File: src/rtl/atom_bus_router_pkg.sv
// Shared definitions for the atom bus router: FSM encoding,
// default error data and the default SoC memory map.
package atom_bus_router_pkg;

    typedef enum logic [1:0] {
        ST_IDLE = 2'd0,
        ST_BUSY = 2'd1,
        ST_RESP = 2'd2,
        ST_ERR  = 2'd3
    } state_e;

    localparam logic [31:0] DEF_ERR_DATA = 32'hDEAD_BEEF;

    localparam logic [127:0] DEF_BASE_ADDRS = {
        32'h3000_0000,
        32'h2000_0000,
        32'h1000_0000,
        32'h0000_0000
    };

    localparam logic [127:0] DEF_ADDR_MASKS = {
        32'hF000_0000,
        32'hF000_0000,
        32'hF000_0000,
        32'hF000_0000
    };

    // Width needed to hold values 0..n-1, never less than one bit.
    function automatic int unsigned clog2_min1(input int unsigned n);
        return (n <= 2) ? 1 : $clog2(n);
    endfunction

endpackage

File: src/rtl/atom_addr_decoder.sv
// Combinational priority address decoder: the lowest-indexed
// matching region wins when regions overlap.
module atom_addr_decoder
    import atom_bus_router_pkg::*;
#(
    parameter int unsigned NUM_PORTS = 4,
    parameter int unsigned ADDR_W = 32,
    parameter logic [NUM_PORTS*ADDR_W-1:0] BASE_ADDRS = DEF_BASE_ADDRS,
    parameter logic [NUM_PORTS*ADDR_W-1:0] ADDR_MASKS = DEF_ADDR_MASKS,
    parameter int unsigned IDX_W = clog2_min1(NUM_PORTS)
) (
    input  logic [ADDR_W-1:0]    addr_i,
    output logic                 hit_o,
    output logic [NUM_PORTS-1:0] onehot_o,
    output logic [IDX_W-1:0]     idx_o
);

    logic [NUM_PORTS-1:0] match;

    // Raw region match for every port.
    always_comb begin
        for (int k = 0; k < NUM_PORTS; k++) begin
            match[k] = (addr_i & ADDR_MASKS[k*ADDR_W +: ADDR_W])
                       == BASE_ADDRS[k*ADDR_W +: ADDR_W];
        end
    end

    // Scan from the top so the lowest matching port is kept last.
    always_comb begin
        hit_o    = 1'b0;
        onehot_o = '0;
        idx_o    = '0;
        for (int k = NUM_PORTS - 1; k >= 0; k--) begin
            if (match[k]) begin
                hit_o    = 1'b1;
                onehot_o = '0;
                onehot_o[k] = 1'b1;
                idx_o    = IDX_W'(k);
            end
        end
    end

endmodule

File: src/rtl/atom_bus_router.sv
// Single-master to NUM_PORTS-slave router with address decode,
// decode-error and per-transaction timeout responses.
module atom_bus_router
    import atom_bus_router_pkg::*;
#(
    parameter int unsigned NUM_PORTS = 4,
    parameter int unsigned ADDR_W = 32,
    parameter int unsigned DATA_W = 32,
    parameter logic [NUM_PORTS*ADDR_W-1:0] BASE_ADDRS = DEF_BASE_ADDRS,
    parameter logic [NUM_PORTS*ADDR_W-1:0] ADDR_MASKS = DEF_ADDR_MASKS,
    parameter int unsigned TIMEOUT_CYC = 255,
    parameter logic [DATA_W-1:0] ERR_DATA = DEF_ERR_DATA
) (
    input  logic                        clk_i,
    input  logic                        rst_i,
    input  logic [ADDR_W-1:0]           m_addr_i,
    input  logic [DATA_W-1:0]           m_data_i,
    input  logic [DATA_W/8-1:0]         m_sel_i,
    input  logic                        m_we_i,
    input  logic                        m_valid_i,
    output logic [DATA_W-1:0]           m_data_o,
    output logic                        m_ack_o,
    output logic [ADDR_W-1:0]           s_addr_o,
    output logic [DATA_W-1:0]           s_data_o,
    output logic [DATA_W/8-1:0]         s_sel_o,
    output logic                        s_we_o,
    output logic [NUM_PORTS-1:0]        s_valid_o,
    input  logic [NUM_PORTS*DATA_W-1:0] s_data_i,
    input  logic [NUM_PORTS-1:0]        s_ack_i,
    output logic                        err_o,
    output logic [ADDR_W-1:0]           err_addr_o
);

    localparam int unsigned SEL_W = DATA_W / 8;
    localparam int unsigned IDX_W = clog2_min1(NUM_PORTS);
    localparam int unsigned CNT_W = clog2_min1(TIMEOUT_CYC + 1);
    localparam bit          TO_EN = (TIMEOUT_CYC != 0);
    localparam logic [CNT_W-1:0] CNT_MAX = CNT_W'(TIMEOUT_CYC);
    localparam logic [CNT_W-1:0] TO_LAST =
        CNT_W'((TIMEOUT_CYC == 0) ? 0 : TIMEOUT_CYC - 1);

    state_e               state_q, state_d;
    logic [ADDR_W-1:0]    addr_q, addr_d;
    logic [DATA_W-1:0]    wdata_q, wdata_d;
    logic [SEL_W-1:0]     be_q, be_d;
    logic                 we_q, we_d;
    logic [NUM_PORTS-1:0] port_oh_q, port_oh_d;
    logic [IDX_W-1:0]     port_idx_q, port_idx_d;
    logic                 miss_q, miss_d;
    logic [CNT_W-1:0]     cnt_q, cnt_d;
    logic [DATA_W-1:0]    rdata_q, rdata_d;
    logic [ADDR_W-1:0]    err_addr_q, err_addr_d;

    logic                 dec_hit;
    logic [NUM_PORTS-1:0] dec_oh;
    logic [IDX_W-1:0]     dec_idx;
    logic                 slv_ack;
    logic [DATA_W-1:0]    slv_data;

    atom_addr_decoder #(
        .NUM_PORTS  (NUM_PORTS),
        .ADDR_W     (ADDR_W),
        .BASE_ADDRS (BASE_ADDRS),
        .ADDR_MASKS (ADDR_MASKS),
        .IDX_W      (IDX_W)
    ) u_dec (
        .addr_i   (m_addr_i),
        .hit_o    (dec_hit),
        .onehot_o (dec_oh),
        .idx_o    (dec_idx)
    );

    assign slv_ack = |(s_ack_i & port_oh_q);

    // Response mux: read data of the latched target port.
    always_comb begin
        slv_data = '0;
        for (int k = 0; k < NUM_PORTS; k++) begin
            if (port_idx_q == IDX_W'(k)) begin
                slv_data = s_data_i[k*DATA_W +: DATA_W];
            end
        end
    end

    // Next-state logic. A decode miss spends its first cycle in
    // BUSY with no port selected, so it shares the ERR ack cycle
    // with timeouts and still acks two cycles after the request.
    always_comb begin
        state_d    = state_q;
        addr_d     = addr_q;
        wdata_d    = wdata_q;
        be_d       = be_q;
        we_d       = we_q;
        port_oh_d  = port_oh_q;
        port_idx_d = port_idx_q;
        miss_d     = miss_q;
        cnt_d      = cnt_q;
        rdata_d    = rdata_q;
        err_addr_d = err_addr_q;

        if (state_q == ST_BUSY && cnt_q != CNT_MAX) begin
            cnt_d = cnt_q + 1'b1;
        end

        unique case (state_q)
            ST_IDLE: begin
                if (m_valid_i) begin
                    addr_d     = m_addr_i;
                    wdata_d    = m_data_i;
                    be_d       = m_sel_i;
                    we_d       = m_we_i;
                    port_oh_d  = dec_oh;
                    port_idx_d = dec_idx;
                    miss_d     = !dec_hit;
                    cnt_d      = '0;
                    state_d    = ST_BUSY;
                end
            end
            ST_BUSY: begin
                if (miss_q) begin
                    rdata_d    = ERR_DATA;
                    err_addr_d = addr_q;
                    state_d    = ST_ERR;
                end else if (slv_ack) begin
                    rdata_d = slv_data;
                    state_d = ST_RESP;
                end else if (TO_EN && cnt_q == TO_LAST) begin
                    rdata_d    = ERR_DATA;
                    err_addr_d = addr_q;
                    state_d    = ST_ERR;
                end
            end
            ST_RESP: state_d = ST_IDLE;
            ST_ERR:  state_d = ST_IDLE;
            default: state_d = ST_IDLE;
        endcase
    end

    // State and datapath registers; reset aborts any transaction.
    always_ff @(posedge clk_i or negedge rst_i) begin
        if (!rst_i) begin
            state_q    <= ST_IDLE;
            addr_q     <= '0;
            wdata_q    <= '0;
            be_q       <= '0;
            we_q       <= 1'b0;
            port_oh_q  <= '0;
            port_idx_q <= '0;
            miss_q     <= 1'b0;
            cnt_q      <= '0;
            rdata_q    <= '0;
            err_addr_q <= '0;
        end else begin
            state_q    <= state_d;
            addr_q     <= addr_d;
            wdata_q    <= wdata_d;
            be_q       <= be_d;
            we_q       <= we_d;
            port_oh_q  <= port_oh_d;
            port_idx_q <= port_idx_d;
            miss_q     <= miss_d;
            cnt_q      <= cnt_d;
            rdata_q    <= rdata_d;
            err_addr_q <= err_addr_d;
        end
    end

    assign m_ack_o    = (state_q == ST_RESP) || (state_q == ST_ERR);
    assign err_o      = (state_q == ST_ERR);
    assign s_valid_o  = (state_q == ST_BUSY && !miss_q) ? port_oh_q : '0;
    assign m_data_o   = rdata_q;
    assign err_addr_o = err_addr_q;
    assign s_addr_o   = addr_q;
    assign s_data_o   = wdata_q;
    assign s_sel_o    = be_q;
    assign s_we_o     = we_q;

endmodule

File: config.mk
export PLATFORM = sky130hd
export DESIGN_NAME = atom_bus_router
export DESIGN_NICKNAME = d
export VERILOG_FILES = /design/src/rtl/atom_bus_router_pkg.sv /design/src/rtl/atom_addr_decoder.sv /design/src/rtl/atom_bus_router.sv
export SDC_FILE = /design/constraint.sdc
export NUM_CORES = 1
export LEC_CHECK = 0
export CAP_MARGIN = 20
export CORE_ASPECT_RATIO = 1.2
export CORE_MARGIN = 8
export CORE_UTILIZATION = 44
export CTS_BUF_LIST = sky130_fd_sc_hd__clkbuf_4 sky130_fd_sc_hd__clkbuf_8
export CTS_CLUSTER_DIAMETER = 30
export CTS_CLUSTER_SIZE = 20
export DETAILED_ROUTE_END_ITERATION = 12
export GPL_ROUTABILITY_DRIVEN = 0
export PLACE_DENSITY_LB_ADDON = 0.08
export SLEW_MARGIN = 40
export SYNTH_ARGS = -nofsm -noshare
export SYNTH_HDL_FRONTEND = slang
export SYNTH_SLANG_ARGS = --single-unit
File: constraint.sdc
create_clock -name clk_i -period 4.6 [get_ports clk_i]
set_input_delay 0.46 -clock clk_i [delete_from_list [all_inputs] [get_ports clk_i]]
set_output_delay 0.46 -clock clk_i [all_outputs]
set_load 0.01 [all_outputs]
* Yosys cells after proc, flatten, opt, wreduce, memory -nomap -nowiden
Cells that the tools add are included.
Widths: inputs -> output; s select.
** Word-level totals
- Bits in registers :: 150
- Input bits :: 204
** Cells by class
- Add/subtract/negate cells :: 1
- Equality and inequality tests :: 14
- Mux-type cells :: 31
- Bitwise gates (word level) :: 1
- Reductions and logical operators :: 16
** Operator list (number)
- $mux 32 :: 10
- $logic_not 32->1 :: 1
- $mux 8 :: 3
- $mux 4 :: 5
- $mux 2 :: 8
- $add 8x1->8 const B :: 1
- $eq 2x2->1 const B :: 4
- $eq 4x2->1 const B :: 2
- $eq 8x8->1 const B :: 1
- $ne 8x8->1 const B :: 1
- $pmux 2 s3 :: 1
- $reduce_and 2->1 :: 3
- $and 4x4->4 :: 1
- $eq 2x1->1 const B :: 2
- $eq 4x1->1 const B :: 1
- $logic_not 2->1 :: 2
- $mux 1 :: 4
- $ne 2x2->1 const B :: 2
- $ne 4x3->1 const B :: 1
- $reduce_or 4->1 :: 1
- $reduce_and 3->1 :: 1
- $reduce_bool 3->1 :: 1
- $logic_and 1x1->1 :: 2
- $logic_not 1->1 :: 2
- other kinds (3) :: 3

* Depth between registers and ports, before layout
Gate-level depths: netlist (run 1).
- Depth in word-level cells :: 7
- Depth in mapped cells :: 8

* Modules after synthesis
Synthesis (run 1) repeated with hierarchy kept, for this count alone.
** Unflattened totals
- Cells, all modules :: 570
- Area total of the unflattened synthesis :: 6570.1 µm²
** By module, submodules not included
- atom_bus_router :: instances 1, cells each 563, area an instance 6515.0 µm², seq. area each 3753.6 µm²
- atom_addr_decoder :: instances 1, cells each 7, area an instance 55.1 µm², seq. area each 0.0 µm²

* Worst setup path before layout (run 1)
OpenSTA, ideal clock, no wires.
- Path kind :: register to register
- From :: register cnt_q[0]
- To :: register rdata_q[10] (netlist: m_data_o[10])
- Arrival time :: 1.682 ns
- Slack :: 2.797 ns
- Stages on the path, launching flop included :: 9
- Clock period less this slack :: 1.803 ns
- Path through :: dfrtp_1 -> inv_1 -> ha_1 -> and3_1 -> a2111o_1 -> nand2_4 -> inv_4 -> buf_6 -> o22a_1
** On the way
- Longest elaborated chain between the ends :: 3
** RTL lines
- start: declaration :: line atom_bus_router.sv:50 : logic [CNT_W-1:0] cnt_q, cnt_d;
- start signal: assignment :: line atom_bus_router.sv:162 : cnt_q <= cnt_d;
- $eq 8x8->1 :: line atom_bus_router.sv:127 : end else if (TO_EN && cnt_q == TO_LAST) begin
- $reduce_bool 3->1 (no source line)
- $reduce_and 2->1 (no source line)
- end signal: assignment :: line atom_bus_router.sv:163 : rdata_q <= rdata_d;
- end: declaration :: line atom_bus_router.sv:51 : logic [DATA_W-1:0] rdata_q, rdata_d;
No other way between the ends.
A chain may end at the register's enable or synchronous reset.

* Worst setup path after layout (run 1)
- From :: register state_q[1]
- To :: output port s_valid_o[3]
** On the way
- Longest elaborated chain between the ends :: 3
** RTL lines
- start: declaration :: line atom_bus_router.sv:42 : state_e state_q, state_d;
- start signal: assignment :: line atom_bus_router.sv:154 : state_q <= state_d;
- $eq 2x1->1 :: line atom_bus_router.sv:170 : assign s_valid_o = (state_q == ST_BUSY && !miss_q) ? port_oh_q : '0;
- $logic_and 1x1->1 :: line atom_bus_router.sv:170
- $mux 4 :: line atom_bus_router.sv:170
- end: declaration :: line atom_bus_router.sv:27 : output logic [NUM_PORTS-1:0] s_valid_o,
No other way between the ends.

==> results_dict.tcl, run 1 <==
set metrics [dict create \
    rows 48 \
    synth_nets 768 \
    fmax_mhz 371 \
    dieArea_sq_um 19000 \
    post_cts_buffers 0 \
    core_sq_um 14400 \
    postSynthAreaPerCell_sq_um 11.6 \
    cp_cell_sequence "nand2b_1 > nor2_1 > and2_1 > clkdlybuf4s50_1" \
    synth_edf_count 0 \
    initial_core_util_pct 45.2 \
    ys_ff_latch 150 \
    cp_num_buf_inv 1 \
    cts.sinks 150 \
    critPathKind "flip-flop to output pin" \
    synth-main-ff-cell "dfrtp_1" \
    cts-root-buf "clkbuf_8" \
    cp-end-kind "output pin" \
    rsz0062_at_grt "false" \
    grt_pass1_wl_mm 35.1 \
    dp_hpwl_mm 17.7 \
    status "complete, no violations" \
    yosysWarnings 0 \
    hold_slack_ns 0.475 \
    path_max_fanout 6 \
    fin_skew_ns 0.0101 \
    cts.htree.levels 4 \
    cts_buffer_depth 2 \
    overflow 0 \
    slew_headroom_pct 55.2 \
    first_iter_violations 250 \
    n_fill_cell 1045 \
    synthArstFlopShare_pct 100 \
    drcViolationCount 0 \
    vias_per_cell 5.22 \
    power_density_nw_per_um2 618 \
    worstPathRequired_ns 4.14 \
    antenna_found_initial 5 \
    grt.total_usage_pct 24.1 \
    drive_gt1_share_pct 12.0 \
    worstMarginPinSlew_ns 0.669 \
    clk_pin_slew_ns 0.08 \
    setup_viol 0 \
    maxCapViolCount 0 \
    synthTopCellsByArea "dfrtp_1, nand2_1, mux4_2, mux2_2, o22a_1" \
    hold_viol 0 \
    start_kind "flip-flop" \
    rrSetupSlack_ns 2.37 \
    wl_per_cell_um 21.1 \
    critPathArrivalTime_ns 2.23 \
    cp_slowest_cell "clkdlybuf4s50_1" \
    fin_crit_sh_pct 58.6 \
    syn2layout_area_growth_pct 62.0 \
    first_pass_iters 4 \
    postRouteAntennaNets 0 \
    vias 5684 \
    syn_area_sq_um 6520 \
    ios 343 \
    p_leak_uw 0.00457 \
    fp.dieH_um 149 \
    ys_seq_area_share_pct 57.6 \
    wl_mm 23.0 \
    hold_buffers 1 \
    netlist.area_leader.share_pct 57.6 \
    setup_tns_ns 0 \
    fin_nets 1103 \
    grt_pass1_vias 6094 \
    numCtsBuffers 17 \
    min_path_type "flip-flop to flip-flop" \
    post-route-min-period_ns 2.69 \
    cpPeakStageDelay_ns 0.54 \
    yosys.area.top_type "dfrtp_1" \
    critical-path-top-delay-family "simple AND/OR/NAND/NOR gates" \
    grt_start_max_net_pins 56 \
    ir_drop_uv 396 \
    synthCells 562 \
    cts_tree "yes" \
    post_cts_resized 0 \
    final_max_slew_viol_count 0 \
    clock_latency_ns 0.44 \
    synth_cell_types 37 \
    io_buffers 342 \
    die_x_um 127 \
]
-- synth_stat cells, types with 5 or more instances --
library cell / n
nand2_1: 219
dfrtp_1: 150
mux4_2: 32
mux2_2: 29
o22a_1: 24
clkbuf_1: 22
a22o_1: 10
nor2_1: 8
and2_1: 6
o21ai_0: 6
buf_6: 5
nand3_1: 5
-- state kept, by name, indices dropped and copies added, names as in the netlist --
signal,cells
miss_q,1
port_idx_q,2
err_addr_o,32
s_we_o,1
cnt_q,8
s_sel_o,4
m_data_o,32
s_addr_o,32
state_q,2
s_data_o,32
port_oh_q,4
-- tightest hold or removal path: cells and delay by family (launching register included) --
kind | cells | cell delay, ns
AND/OR/NAND/NOR | 2 | 0.10
flip-flops | 1 | 0.34
-- kinds of logic after synthesis --
kind of cell	Yosys count	synth area share, %
compound gates	55	6.70
xor+xnor	3	0.403
fa+ha+maj	2	0.384
buf+inv	38	2.88
flops	150	57.6
mux	64	16.6
simple gates	250	15.5
-- worst paths after layout --
check | to | cells past startpoint | startpoint
min in group asynchronous | m_data_o[14] | 2 | rst_i
hold reg to reg | s_data_o[23] | 2 | s_data_o[23]
setup / recovery | s_valid_o[3] | 4 | state_q[1]
hold / removal | s_data_o[23] | 2 | s_data_o[23]
max in group asynchronous | s_data_o[0] | 3 | rst_i
setup reg to reg | err_addr_o[1] | 7 | cnt_q[0]
-- report_power, final --
group / switching, uW / internal (uW)
Clock: 490 / 651
Sequential: 430 / 1910
Combinational: 1340 / 1720
Total: 2250 / 4270
-- layout by cell type, fill, tap and decap left out, drive strengths merged, types with 4 or more instances in the layout --
cell type	count
clkdlybuf4s50	341
nand2	220
dfrtp	150
mux4	32
mux2	32
o22a	24
clkbuf	21
a22o	10
o21ai	9
nor2	8
buf	7
inv	7
and2	6
nand3	5
diode	4
o31ai	4
bufinv	4
-- area by class of cell --
class / instances / area [sq um] / area share [%]
Sequential cell: 150 / 3760 / 35.6
Timing Repair Buffer: 349 / 3490 / 33.0
Multi-Input combinational cell: 374 / 2610 / 24.7
Clock buffer: 21 / 289 / 2.74
Tap cell: 175 / 219 / 2.07
Clock inverter: 10 / 168 / 1.59
Inverter: 5 / 21.3 / 0.201
Antenna cell: 4 / 10.0 / 0.0948
-- routing by layer --
| layer | vias up | global-route usage, % | share of wire (%) |
|---|---|---|---|
| met4 | 2 | 11.5 | 3.6 |
| met5 | - | 0 | 0.057 |
| met2 | 266 | 39.2 | 49 |
| met3 | 44 | 9.94 | 9.5 |
| met1 | 2773 | 27.2 | 38 |
| li1 | 2599 | - | - |
-- through the flow --
stage          worst slack, ns  total power (uW)  util [%]  area [sq um]  cells
3_3_place_gp              1.96              5330      69.7         10000   1051
5_1_grt                   1.75              6930      73.3         10600   1087
4_1_cts                   1.91              6600      73.2         10500   1084
3_5_place_dp              2.07              5430      69.9         10100   1052
6_report                  1.91              6530      73.3         10600   1088
2_1_floorplan             2.80              3710         -          6520    562
No activity file was read; power rests on OpenSTA's default activity.
==> run 2, diff against run 1 <==
Settings changed: CORE_UTILIZATION 44 to 41.
Clock period 4.6 ns to 2.6 ns, I/O delays scaled along.
==> run 2 against run 1 <==
- sequential power increased by 75%
- clock power increased by 61%
- flip-flop and latch count unchanged
- count of clock-buffer cells in the layout shrank 4
- register-to-register slack worse by 1.7 ns
- critical path depth unchanged
- die area increased by 6.4%
- largest cell class unchanged
==> results_dict.tcl, run 2 (synthesized netlist as in run 1, its figures left out) <==
set metrics [dict create \
    post_cts_buffers 0 \
    whs_endpoint "s_addr_o[24]" \
    clk_pin_slew_ns 0.08 \
    initial_core_util_pct 41.8 \
    slew_headroom_pct 55.7 \
    hold_viol 0 \
    drcViolationCount 0 \
    n_fill_cell 1150 \
    dieArea_sq_um 20200 \
    cp_num_buf_inv 1 \
    cts.htree.levels 4 \
    syn2layout_area_growth_pct 62.5 \
    cts_tree "yes" \
    dpl_worst_slack_ns 0.499 \
    die_x_um 131 \
    grt_start_max_net_pins 84 \
    layout_setup_ws_ns 0.257 \
    drive_gt1_share_pct 12.1 \
    placedInstanceArea_sq_um 10200 \
    fin_area_sq_um 10600 \
    critical-path-top-delay-family "simple AND/OR/NAND/NOR gates" \
    min_path_type "input port to flip-flop" \
    grt.total_usage_pct 22.6 \
    cpPeakStageDelay_ns 0.54 \
    critPathArrivalTime_ns 2.08 \
    ios 343 \
    critPathKind "flip-flop to output pin" \
    final_cell_mix "clkdlybuf4s50_1, nand2_1, dfrtp_1" \
    io_buffers 342 \
    clock_latency_ns 0.43 \
    fmax_mhz 427 \
    overflow 0 \
    maxCapViolCount 0 \
    r2r.worst_path.cells 7 \
    power_density_nw_per_um2 1080 \
    postRouteAntennaNets 0 \
    cp_cell_sequence "nand2b_1 > nor2_1 > and2_1 > clkdlybuf4s50_1" \
    wl_per_cell_um 20.5 \
    setup_tns_ns 0 \
    p_leak_uw 0.00457 \
    first_iter_violations 234 \
    cp-end-kind "output pin" \
    final_max_slew_viol_count 0 \
    grt_pass1_wl_mm 35.5 \
    vias 5691 \
    hold_depth 3 \
    cts.sinks 150 \
    worstMarginPinSlew_ns 0.665 \
    setup_viol 0 \
    fin_crit_sh_pct 90.1 \
    path_max_fanout 6 \
    status "complete, no violations" \
    worstPathRequired_ns 2.34 \
    antenna_found_initial 2 \
    numCtsBuffers 17 \
    rows 50 \
    cts_buffer_depth 2 \
    ir_drop_uv 638 \
    start_kind "flip-flop" \
    regToRegEndpoint "m_data_o[11]" \
    rrSetupSlack_ns 0.69 \
    cts-root-buf "clkbuf_8" \
    seq_area_sq_um 3750 \
    cp_slowest_cell "clkdlybuf4s50_1" \
    wl_mm 22.9 \
    regToRegStartpoint "cnt_q[0]" \
    fin_skew_ns 0.0103 \
    first_pass_iters 5 \
    rsz0062_at_grt "false" \
    diodes 0 \
    fin_nets 1107 \
    core_sq_um 15600 \
    fp.dieH_um 154 \
    hold_start "m_addr_i[24]" \
    vias_per_cell 5.09 \
    multi_input_area_sq_um 2600 \
    grt_pass1_vias 6107 \
    dp_hpwl_mm 17.9 \
    post-route-min-period_ns 2.34 \
    final_common_cell "clkdlybuf4s50_1" \
]
==> run 2: changes by cell type in the layout (fill, tap and decap cells not counted), moves of 2 or more <==
cell and change:
buf_12 +4, clkinv_2 +4, diode_2 -4, clkbuf_8 -3, inv_6 -2
==> run 2: worst max-delay path by stage <==
stage,start,depth (start not counted),slack (ns),endpoint
after floorplan,cnt_q[0],8,0.80,m_data_o[10]
after global placement,s_ack_i[2],6,0.57,err_addr_o[22]
after detailed placement,s_ack_i[3],5,0.50,m_data_o[29]
after CTS,state_q[1],4,0.21,s_valid_o[1]
after global routing,state_q[1],4,0.1,s_valid_o[2]
final,state_q[1],4,0.26,s_valid_o[1]
==> run 2: per-layer routing <==
metal / track usage (%) / vias up / wire (um) / share of wire [%]
met5: 0 / - / 28 / 0.12
met4: 7.54 / 4 / 518 / 2.3
met3: 9.45 / 35 / 2220 / 9.7
met2: 38.3 / 267 / 11500 / 50
met1: 25.1 / 2779 / 8630 / 38
li1: - / 2606 / - / -
==> run 2: stage by stage <==
step | utilization, % | instances | hold WS (ns) | total power [uW]
3_3_place_gp | 65.3 | 1089 | 0.334 | 9530
5_1_grt | 68.0 | 1118 | 0.324 | 12100
3_5_place_dp | 65.3 | 1089 | 0.353 | 9690
6_report | 68.0 | 1118 | 0.343 | 11400
2_1_floorplan | - | 562 | -0.0356 | 6560
4_1_cts | 67.9 | 1118 | 0.311 | 11600
==> run 2: report_power, final <==
| group | switching, uW | internal (uW) |
|---|---|---|
| clock network | 818 | 1020 |
| logic | 2400 | 3090 |
| registers | 714 | 3380 |
==> run 2: cell type report <==
type                            count  share of cell area (%)
Multi-Input combinational cell    374                    24.5
Clock buffer                       17                    2.21
Sequential cell                   150                    35.5
Inverter                            5                   0.201
Tap cell                          208                    2.46
Timing Repair Buffer              353                    33.6
Clock inverter                     11                    1.52
==> run 2: timing repair <==
action	4_1_cts	5_1_grt
endpoints found under the hold margin	76	0
resized for setup	0	0
hold buffers	1	0
==> run 2: worst min-delay path, stage by stage <==
cell and delay, ns:
clkdlybuf4s50_1 0.39, nand2_1 0.05, nand2_1 0.04
